## src/rtl/fir_pkg.sv

```systemverilog
// Shared types and defaults for the polyphase FIR interpolator family.
package fir_pkg;

  typedef enum logic [1:0] {
    IDLE = 2'd0,
    MAC  = 2'd1,
    OUT  = 2'd2
  } state_t;

  localparam int L_DEF     = 3;
  localparam int TAPS_DEF  = 9;
  localparam int DW_DEF    = 16;
  localparam int CW_DEF    = 16;
  localparam int SHIFT_DEF = 15;
  localparam int ACC_W_DEF = 36;
  localparam int K         = TAPS_DEF / L_DEF;

  // Linear-interpolation prototype in Q15; every phase sums to 32768.
  localparam logic [CW_DEF-1:0] FIR_INTERP_H0 [0:TAPS_DEF-1] = '{
    16'd0, 16'd10923, 16'd21845, 16'd32768, 16'd21845, 16'd10923, 16'd0, 16'd0, 16'd0
  };

endpackage

```

## src/rtl/fir_mac.sv

```systemverilog
// Time-shared unsigned multiply-accumulate with a registered accumulator.
module fir_mac #(
  parameter int AW    = 16,
  parameter int BW    = 16,
  parameter int ACC_W = 36
) (
  input  logic             clk,
  input  logic             clr,
  input  logic             en,
  input  logic [AW-1:0]    a,
  input  logic [BW-1:0]    b,
  output logic [ACC_W-1:0] acc,
  output logic [ACC_W-1:0] acc_next
);

  logic [AW+BW-1:0] prod;

  assign prod     = a * b;
  assign acc_next = acc + ACC_W'(prod);

  // acc_next is exposed so the caller can round the final sum in the same cycle.
  always_ff @(posedge clk) begin
    if (clr) begin
      acc <= '0;
    end else if (en) begin
      acc <= acc_next;
    end
  end

endmodule

```

## src/rtl/fir_interp.sv

```systemverilog
// Polyphase FIR interpolator: one input sample yields L output phases through a single MAC.
module fir_interp
  import fir_pkg::*;
#(
  parameter int L     = L_DEF,
  parameter int TAPS  = TAPS_DEF,
  parameter int DW    = DW_DEF,
  parameter int CW    = CW_DEF,
  parameter int SHIFT = SHIFT_DEF,
  parameter int ACC_W = ACC_W_DEF
) (
  input  logic          clk,
  input  logic          rst,
  input  logic [DW-1:0] din,
  input  logic          in_valid,
  output logic          in_ready,
  output logic [DW-1:0] dout,
  output logic          out_valid,
  input  logic          out_ready,
  input  logic          coef_we,
  input  logic [3:0]    coef_addr,
  input  logic [CW-1:0] coef_wdata,
  output logic          busy
);

  localparam int NK = TAPS / L;
  localparam int KW = (NK > 1) ? $clog2(NK) : 1;
  localparam int PW = (L > 1) ? $clog2(L) : 1;
  localparam int IW = (TAPS > 1) ? $clog2(TAPS) : 1;
  localparam int RW = ACC_W + 1;

  state_t            state, state_nx;
  logic [KW-1:0]     k;
  logic [PW-1:0]     p;
  logic [IW-1:0]     coef_idx;
  logic [DW-1:0]     dly [0:NK-1];
  logic [CW-1:0]     h   [0:TAPS-1];
  logic [ACC_W-1:0]  acc, acc_next;
  logic              accept, out_fire, last_k, last_p, mac_clr, mac_en;

  // Round half up, then clamp to the unsigned output range.
  function automatic logic [DW-1:0] round_sat(input logic [ACC_W-1:0] a);
    logic [RW-1:0] r;
    r = {1'b0, a} + (RW'(1) << (SHIFT - 1));
    r = r >> SHIFT;
    if (|r[RW-1:DW]) return '1;
    return r[DW-1:0];
  endfunction

  assign accept   = (state == IDLE) && in_valid;
  assign out_fire = (state == OUT) && out_ready;
  assign last_k   = (int'(k) == NK - 1);
  assign last_p   = (int'(p) == L - 1);
  assign mac_clr  = accept || (out_fire && !last_p);
  assign mac_en   = (state == MAC);
  assign coef_idx = IW'(p) + IW'(L) * IW'(k);

  always_ff @(posedge clk) begin
    if (rst) state <= IDLE;
    else     state <= state_nx;
  end

  always_comb begin
    state_nx = state;
    case (state)
      IDLE:    if (in_valid) state_nx = MAC;
      MAC:     if (last_k) state_nx = OUT;
      OUT:     if (out_ready) state_nx = last_p ? IDLE : MAC;
      default: state_nx = IDLE;
    endcase
  end

  always_comb begin
    in_ready  = (state == IDLE);
    out_valid = (state == OUT);
    busy      = (state != IDLE);
  end

  // Stage: delay line, coefficient store and tap/phase sequencing
  always_ff @(posedge clk) begin
    if (rst) begin
      for (int i = 0; i < NK; i++) dly[i] <= '0;
      for (int i = 0; i < TAPS; i++) h[i] <= FIR_INTERP_H0[i];
      k    <= '0;
      p    <= '0;
      dout <= '0;
    end else begin
      if (accept) begin
        dly[0] <= din;
        for (int i = 1; i < NK; i++) dly[i] <= dly[i-1];
        k <= '0;
        p <= '0;
      end
      if (state == MAC) begin
        k <= last_k ? '0 : k + 1'b1;
        if (last_k) dout <= round_sat(acc_next);
      end
      if (out_fire && !last_p) begin
        p <= p + 1'b1;
        k <= '0;
      end
      // Writes only land between samples so a phase never mixes old and new taps.
      if (state == IDLE && !in_valid && coef_we && int'(coef_addr) < TAPS)
        h[coef_addr] <= coef_wdata;
    end
  end

  // Stage: multiply-accumulate over the K taps of the current phase
  fir_mac #(
    .AW    (CW),
    .BW    (DW),
    .ACC_W (ACC_W)
  ) u_mac (
    .clk      (clk),
    .clr      (mac_clr),
    .en       (mac_en),
    .a        (h[coef_idx]),
    .b        (dly[k]),
    .acc      (acc),
    .acc_next (acc_next)
  );

endmodule

```

## config.mk

```make
export PLATFORM = sky130hd
export DESIGN_NAME = fir_interp
export DESIGN_NICKNAME = d
export VERILOG_FILES = /design/src/rtl/fir_pkg.sv /design/src/rtl/fir_mac.sv /design/src/rtl/fir_interp.sv
export SDC_FILE = /design/constraint.sdc
export NUM_CORES = 1
export LEC_CHECK = 0
export ABC_AREA = 1
export BUFFER_PORTS_ARGS = -buffer_cell sky130_fd_sc_hd__buf_2
export CORE_MARGIN = 4
export CORE_UTILIZATION = 40
export CTS_CLUSTER_SIZE = 20
export DETAILED_ROUTE_END_ITERATION = 8
export GPL_ROUTABILITY_DRIVEN = 0
export SETUP_SLACK_MARGIN = 0.1
export SYNTH_ARGS = -nofsm -noshare
export SYNTH_HDL_FRONTEND = slang
export SYNTH_SLANG_ARGS = --single-unit
```

## constraint.sdc

```tcl
create_clock -name clk -period 10.59 [get_ports clk]
set_input_delay 1.5885 -clock clk [delete_from_list [all_inputs] [get_ports clk]]
set_output_delay 1.5885 -clock clk [all_outputs]
set_load 0.05 [all_outputs]
```

==> results.json, run 1 <==
{
  "outcome": "finished clean",
  "synth_top_cells_by_area": "edfxtp_1 (34%), fa_1 (17%), inv_1 (9.4%)",
  "crit_slowest_cell": "fa_1",
  "synth_edf_count": 304,
  "synth_area_um2": 26900,
  "max_freq_ghz": 0.102,
  "dieArea_um2": 71500,
  "top_usage_layer": "met2",
  "crit_type": "register to register",
  "maxSlewViolCount": 0,
  "clk_pin_slew_ps": 60,
  "vias_per_cell": 4.91,
  "grt_use_met1_pct": 28.0,
  "htree_levels": 2,
  "ys.warnings.count": 0,
  "diodes": 0,
  "crit_arrival_ps": 10310,
  "dr.pass1.iters": 6,
  "clock-sinks": 364,
  "synthToLayoutAreaGrowth_pct": 11.5,
  "core-area_um2": 66200,
  "synth_most_common_cell": "inv_1",
  "ys_seq_area_share_pct": 38.4,
  "postCtsHoldBufs": 0,
  "grt_max_degree": 157,
  "final_antenna_net_count": 0,
  "synth.largest_area_cell": "edfxtp_1",
  "crit_path_end_kind": "register",
  "cpMostUsedCell": "inv_1",
  "drt-total-wl_um": 72300,
  "cts_buffers": 43,
  "async_flop_share_pct": 0,
  "hpwlAfterDp_um": 53700,
  "cts_root_buffer": "clkbuf_16",
  "yosys.cell_types.count": 50,
  "final_area_um2": 30000,
  "syn_avg_cell_area_um2": 8.57,
  "met3_usage_pct": 4.53,
  "synth-seq-cells": 364,
  "start_kind": "register",
  "fin_crit_sh_pct": 92.9,
  "fin_crit_ps": 9840,
  "cts_setup_buffers": 0,
  "setup_viol": 0,
  "pin_count": 60,
  "fin_cells": 4179,
  "portBuffers": 59,
  "dp.cells": 4101,
  "rows": 94,
  "die_h_um": 267,
  "grt_usage_pct": 20.6,
  "die_w_um": 267,
  "finalSetupTns_ps": 0,
  "required_ps": 11070,
  "hold_viol": 0,
  "tightest_slew_ps": 1130,
  "multiInputGateArea_um2": 13900,
  "grt_antenna_before_repair": 1,
  "clockBufferDepth": 3,
  "drive_gt1_share_pct": 7.09,
  "max_stage_delay_ps": 590,
  "drtIter0Drc": 1998,
  "placed_area_um2": 28500,
  "path_max_fanout": 16,
  "dr_total_vias": 20521,
  "rsz0062_at_grt": "false",
  "max_slew_margin_pct": 24.7,
  "min_path_type": "register to register",
  "grt_overflow": 0,
  "cts_resized": 0,
  "finClkSkew_ps": 25.3,
  "maxCapViolCount": 0,
  "synthFlopType": "edfxtp_1",
  "clock_latency_ps": 590,
  "drc": 0,
  "wl_per_cell_um": 17.3,
  "reg2regPathDepth": 37,
  "layout.nets": 3668,
  "syn_inst": 3139,
  "nFillCells": 6545,
  "start_util_pct": 40.6,
  "grtUsageMet2_pct": 33.5,
  "min_path_cells": 2,
  "grt_pass1_wl_um": 115000,
  "grt_pass1_vias": 20560,
  "cts_tree": "yes",
  "regArea_um2": 10300,
  "ys_top_cells_by_count": "inv_1 (675), nand2_1 (645), nor2_1 (392)",
  "yosysTopAreaCellShare_pct": 33.9
}
-- registers in the layout, summed over array words and instances, names as in the netlist, named ones only --
register	count
k	2
u_mac.acc	36
h	256
p	2
dout	16
state	2
dly	48
-- logic make-up (layout without fill, tap and decap cells) --
group	after synthesis	count (layout)	synth area share, %
xor+xnor	12	12	0.391
fa+ha+maj	345	345	22.4
flops	364	364	38.4
simple gates	1258	1258	19.6
other cells	1	112	0.0139
buf+inv	822	887	11.7
compound gates	309	309	6.48
mux	28	28	1.07
-- metrics by stage --
| step | worst slack (ps) | hold WS [ps] | utilization, % |
|---|---|---|---|
| after detailed placement | 911 | 458 | 43.1 |
| after global placement | 1090 | 451 | 43.1 |
| after floorplan | 2160 | 441 | - |
| final | 752 | 468 | 45.3 |
| after CTS | 871 | 467 | 45.3 |
| after global routing | 214 | 497 | 45.3 |
-- critical path: cells and delay by family (launching register included) --
family	cells	cell delay, ps
AND/OR/NAND/NOR	14	3020
AO/OA/AOI/OAI	2	140
flip-flops	1	430
buffers and inverters	11	1630
adder cells (fa/ha/maj)	10	4500
-- final timing paths --
check                from            to  slack, ps
min reg2reg  u_mac.acc[1]  u_mac.acc[1]        470
max                  k[0]       dout[4]        750
max reg2reg          k[0]       dout[4]        750
min          u_mac.acc[1]  u_mac.acc[1]        470
-- area by class of cell --
type / count / share of cell area [%]
multi-input combinational: 2064 / 46.2
sequential: 364 / 34.4
inverter: 717 / 8.97
clock buffer: 52 / 3.70
tap: 864 / 3.60
timing repair buffer: 92 / 1.85
clock inverter: 26 / 1.26
-- per-layer routing --
metal  vias to the layer above  share of wire (%)
li1                       9873                  -
met1                      9838                 43
met2                       674                 46
met3                       136                8.2
met4                         0                3.0
met5                         -                  0
-- cells in the final DEF, fill, tap and decap left out, types with 6 or more instances in the layout --
cell type  instances
mux2i_1           22
o211ai_1          17
and2_1            17
ha_1             115
nand3_1           94
or3_1              8
xor2_1            12
buf_2             59
nor2_1           392
nand2_1          644
a311o_1            8
a221oi_1          24
nand4_1           31
clkbuf_16         43
a21oi_1          157
buf_4             32
clkbuf_1           9
bufinv_16          7
nor2_4             6
edfxtp_1         304
inv_2              9
dfxtp_1           60
o21ai_0           94
mux2_2             6
clkinv_1          39
nor2_2            15
inv_1            675
nand2_2           25
conb_1           112
fa_1             228
Power of run 1 is not shown: default switching activity piles up to over one toggle a cycle in this logic, so the estimate is an artifact.
==> run 2: changes to the inputs <==
==> constraint.sdc (replaced) <==
create_clock -name clk -period 8.89 [get_ports clk]
set_input_delay 1.3335 -clock clk [delete_from_list [all_inputs] [get_ports clk]]
set_output_delay 1.3335 -clock clk [all_outputs]
set_load 0.05 [all_outputs]
==> run 2 against run 1 <==
First-iteration DRC count is 16% lower. Non-clock buffer count is 75 higher. Clock skew is 10 ps higher. Routed wire length is 2.3% higher. Largest cell class unchanged. Final area is 3.5% higher. Count of clock-buffer cells in the layout is 5 higher. Global-route usage is 0.30 points higher.
==> results.json, run 2 (synthesis results as in run 1) <==
{
  "regMostFlops": "h",
  "diodes": 0,
  "maxCapViolCount": 0,
  "grt_overflow": 0,
  "hpwlAfterDp_um": 54400,
  "start_kind": "register",
  "rsz0062_at_grt": "true",
  "htree_levels": 2,
  "synthToLayoutAreaGrowth_pct": 15.5,
  "outcome": "finished clean",
  "cts_root_buffer": "clkbuf_16",
  "portBuffers": 59,
  "regArea_um2": 10300,
  "crit_family": "adder cells",
  "clock_latency_ps": 600,
  "fin_crit_sh_pct": 96.1,
  "setup_viol": 0,
  "clk_pin_slew_ps": 60,
  "dr_total_vias": 20831,
  "nFillCells": 6513,
  "drive_gt1_share_pct": 11.6,
  "finClkSkew_ps": 35.5,
  "fin_crit_ps": 8550,
  "required_ps": 9380,
  "core-area_um2": 66200,
  "timing.hold.ws_ps": 473,
  "max_stage_delay_ps": 570,
  "clock-sinks": 364,
  "layout.nets": 3743,
  "dieArea_um2": 71500,
  "final_common_cell": "inv_1",
  "dr.pass1.iters": 6,
  "top_regs": "h (256), dly (48), u_mac.acc (36)",
  "drtIter0Drc": 1683,
  "hold_viol": 0,
  "drt-total-wl_um": 74000,
  "die_w_um": 267,
  "crit_arrival_ps": 9030,
  "cpMostUsedCell": "inv_1",
  "grt_max_degree": 73,
  "cp.depth": 44,
  "start_util_pct": 40.6,
  "min_path_cells": 2,
  "crit_path_end_kind": "register",
  "reg2regPathDepth": 44,
  "crit_slowest_cell": "fa_2",
  "tightest_slew_ps": 1110,
  "rows": 94,
  "wl_per_cell_um": 17.4,
  "largest_reg_flops": 256,
  "cts_tree": "yes",
  "drc": 0,
  "max_freq_ghz": 0.117,
  "final_antenna_net_count": 0,
  "die_h_um": 267,
  "crit_type": "register to register",
  "grt_pass1_wl_um": 116000,
  "min_path_type": "register to register",
  "multiInputGateArea_um2": 14300,
  "grt_pass1_vias": 20957,
  "crit_buf_inv": 13,
  "pin_count": 60,
  "clockBufferDepth": 3,
  "path_max_fanout": 23,
  "vias_per_cell": 4.90,
  "grt_antenna_before_repair": 0,
  "maxSlewViolCount": 0,
  "max_slew_margin_pct": 25.7,
  "grt_usage_pct": 20.9,
  "final_cell_mix": "inv_1 (666), nand2_1 (618), nor2_1 (376), edfxtp_1 (304), fa_1 (226)",
  "cts_buffers": 43
}
[run 2: per-stage QoR]
| step | TNS, ps | area [um2] | worst slack, ps | util (%) | std cells |
|---|---|---|---|---|---|
| CTS | 0 | 30600 | 111 | 46.2 | 4248 |
| global route | -17.2 | 31100 | -16.2 | 46.9 | 4254 |
| global placement | 0 | 29100 | 96.9 | 44.0 | 4168 |
| finish | 0 | 31100 | 345 | 46.9 | 4254 |
| floorplan | 0 | 27300 | 457 | - | 3250 |
| detailed placement | 0 | 29100 | 0.317 | 44.0 | 4168 |
[run 2: path summary, 6_finish.rpt]
kind	from	endpoint	slack, ps
worst max-delay path	k[0]	dout[8]	340
worst max register to register	k[0]	dout[8]	340
worst min-delay path	u_mac.acc[1]	u_mac.acc[1]	470
worst min register to register	u_mac.acc[1]	u_mac.acc[1]	470
[run 2: repair_timing]
| action | CTS | global route |
|---|---|---|
| setup endpoints to repair | 16 | 16 |
| gates resized for setup | 14 | 108 |
| endpoints found under the hold margin | 0 | 0 |
| cloned | 1 | 0 |
| hold buffers | 0 | 0 |
| buffers inserted | 1 | 6 |
| pin swaps | 1 | 13 |
[run 2: cell type report]
| class | instances | share of cell area (%) |
|---|---|---|
| timing repair buffer | 167 | 4.05 |
| multi-input combinational | 2064 | 46.1 |
| sequential | 364 | 33.2 |
| inverter | 717 | 8.74 |
| clock inverter | 21 | 0.777 |
| tap | 864 | 3.48 |
| clock buffer | 57 | 3.63 |
[run 2: layer usage]
metal / GRT usage (%) / part of all wire (%)
met1: 29.0 / 44
met2: 34.2 / 46
met3: 3.88 / 7.5
met4: 5.04 / 2.1
met5: 0 / 0
[run 2: worst reg2reg max path: cells and delay by family, from the launching register on]
kind	cells	cell delay, ps
AO/OA/AOI/OAI	2	490
adder cells (fa/ha/maj)	10	4520
buffers and inverters	13	1240
flip-flops	1	330
AND/OR/NAND/NOR	19	1900
Power of run 2 is left out for the same reason.
==> run 3: changes to the inputs <==
--- a/config.mk
+++ b/config.mk
@@ -7,12 +7,13 @@
 export LEC_CHECK = 0
 export ABC_AREA = 1
 export BUFFER_PORTS_ARGS = -buffer_cell sky130_fd_sc_hd__buf_2
+export CORE_ASPECT_RATIO = 2
 export CORE_MARGIN = 4
 export CORE_UTILIZATION = 40
 export CTS_CLUSTER_SIZE = 20
 export DETAILED_ROUTE_END_ITERATION = 8
-export GPL_ROUTABILITY_DRIVEN = 0
 export SETUP_SLACK_MARGIN = 0.1
 export SYNTH_ARGS = -nofsm -noshare
 export SYNTH_HDL_FRONTEND = slang
+export SYNTH_HIERARCHICAL = 1
 export SYNTH_SLANG_ARGS = --single-unit
==> run 3 against run 2 <==
Critical path depth down 3. Largest cell class unchanged. Final cell count down 0.14%. Routed wire length down 0.28%. Final area up 0.98%. Via count down 1.8%. Highest routed layer is now met5. Sequential share of layout area down 0.32 points. Area after synthesis up 0.94%. First-iteration DRC count down 32%.
==> results.json, run 3 <==
{
  "wl_per_cell_um": 17.4,
  "crit_type": "register to register",
  "final_antenna_net_count": 0,
  "cpMostUsedCell": "inv_1",
  "rsz0062_at_grt": "true",
  "final_cell_mix": "inv_1 (757), nand2_1 (626), edfxtp_1 (304), nor2_1 (236), fa_1 (219)",
  "largest_reg_flops": 256,
  "crit_path_end_kind": "register",
  "final_common_cell": "inv_1",
  "vias_per_cell": 4.82,
  "dieArea_um2": 72400,
  "max_stage_delay_ps": 590,
  "diodes": 0,
  "portBuffers": 59,
  "cts_buffers": 36,
  "fin_crit_ps": 8520,
  "die_w_um": 192,
  "r2r-end": "dout[1]",
  "grt_usage_pct": 20.5,
  "start_util_pct": 40.5,
  "drt-total-wl_um": 73800,
  "clock-sinks": 364,
  "placed_area_um2": 29100,
  "required_ps": 9350,
  "htree_levels": 2,
  "grt_pass1_wl_um": 114000,
  "clk_pin_slew_ps": 60,
  "maxSlewViolCount": 0,
  "fin_crit_sh_pct": 95.9,
  "drc": 0,
  "die_h_um": 377,
  "path_max_fanout": 10,
  "grt_antenna_before_repair": 2,
  "ys.warnings.count": 6,
  "crit_slowest_cell": "fa_2",
  "grt_max_degree": 49,
  "layout.nets": 3724,
  "min_path_cells": 2,
  "nFillCells": 6567,
  "ff2ff_setup_slack_ps": 370,
  "cts_tree": "yes",
  "outcome": "finished clean",
  "whs_endpoint": "u_mac/acc[2]",
  "maxCapViolCount": 0,
  "syn_inst": 3151,
  "top_regs": "h (256), dly (48), u_mac/acc (36)",
  "final_area_um2": 31400,
  "crit_arrival_ps": 8980,
  "dr_total_vias": 20464,
  "drtIter0Drc": 1151,
  "clock_latency_ps": 570,
  "core-area_um2": 67100,
  "pin_count": 60,
  "grt_overflow": 0,
  "hpwlAfterDp_um": 56200,
  "syn_avg_cell_area_um2": 8.62,
  "r2r_start": "k[1]",
  "regMostFlops": "h",
  "min_path_type": "register to register",
  "clockBufferDepth": 3,
  "max_freq_ghz": 0.117,
  "synthToLayoutAreaGrowth_pct": 15.5,
  "setup_viol": 0,
  "start_kind": "register",
  "tightest_slew_ps": 1120,
  "max_slew_margin_pct": 24.9,
  "min_from": "u_mac/acc[2]",
  "synth_area_um2": 27200,
  "dr.pass1.iters": 7,
  "reg2regPathDepth": 41,
  "drive_gt1_share_pct": 12.8,
  "grt_pass1_vias": 21342,
  "hold_viol": 0,
  "rows": 134,
  "finClkSkew_ps": 23.3,
  "cts_root_buffer": "clkbuf_16",
  "gp_congestion": 0.964
}
-- run 3: worst max-delay path: cells and delay by family (launching register included) --
family | cells | cell delay [ps]
flops | 1 | 330
fa+ha+maj | 10 | 4520
xor+xnor | 1 | 210
compound gates | 1 | 300
buf+inv | 12 | 1170
simple gates | 17 | 1840
-- run 3: layout make-up --
class | instances | area, um2 | share of cell area, %
inverters | 787 | 2970 | 9.45
repair buffers | 184 | 1480 | 4.70
clock buffers | 43 | 970 | 3.09
well taps | 884 | 1110 | 3.52
flip-flops and latches | 364 | 10300 | 32.9
multi-input cells | 1965 | 14300 | 45.5
clock inverters | 21 | 239 | 0.762
-- run 3: metrics by stage --
step	setup WS (ps)	hold slack (ps)	std cells	util, %	TNS [ps]
floorplan	477	432	3262	-	0
global placement	-34.7	454	4147	43.4	-486
detailed placement	-82.6	464	4147	43.4	-1170
CTS	105	474	4212	45.3	0
global route	54.8	494	4248	46.8	0
finish	366	473	4248	46.8	0
-- run 3: worst max-delay path by stage --
stage | startpoint | endpoint | slack (ps) | cells past startpoint
finish | k[1] | dout[1] | 370 | 41
global route | k[1] | dout[14] | 50 | 41
CTS | k[0] | dout[2] | 110 | 38
detailed placement | p[1] | dout[12] | -80 | 38
global placement | p[1] | dout[0] | -30 | 38
floorplan | k[1] | dout[1] | 480 | 39
-- run 3: per-layer routing --
metal  up-vias  global-route usage, %  routed length (um)
met1      9862                   19.7               24600
met5         -                      0                   7
li1       9839                      -                   -
met2       512                   40.6               41700
met3       249                   2.12                2350
met4         2                   12.0                5110
-- run 3: timing repair --
action,CTS,global route
pin swaps,1,44
setup buffers,1,32
gates cloned,0,4
endpoints found under the setup margin,16,16
gates resized for setup,5,174
hold endpoints to repair,0,0
hold buffers,0,0
Power of run 3 is left out for the same reason.
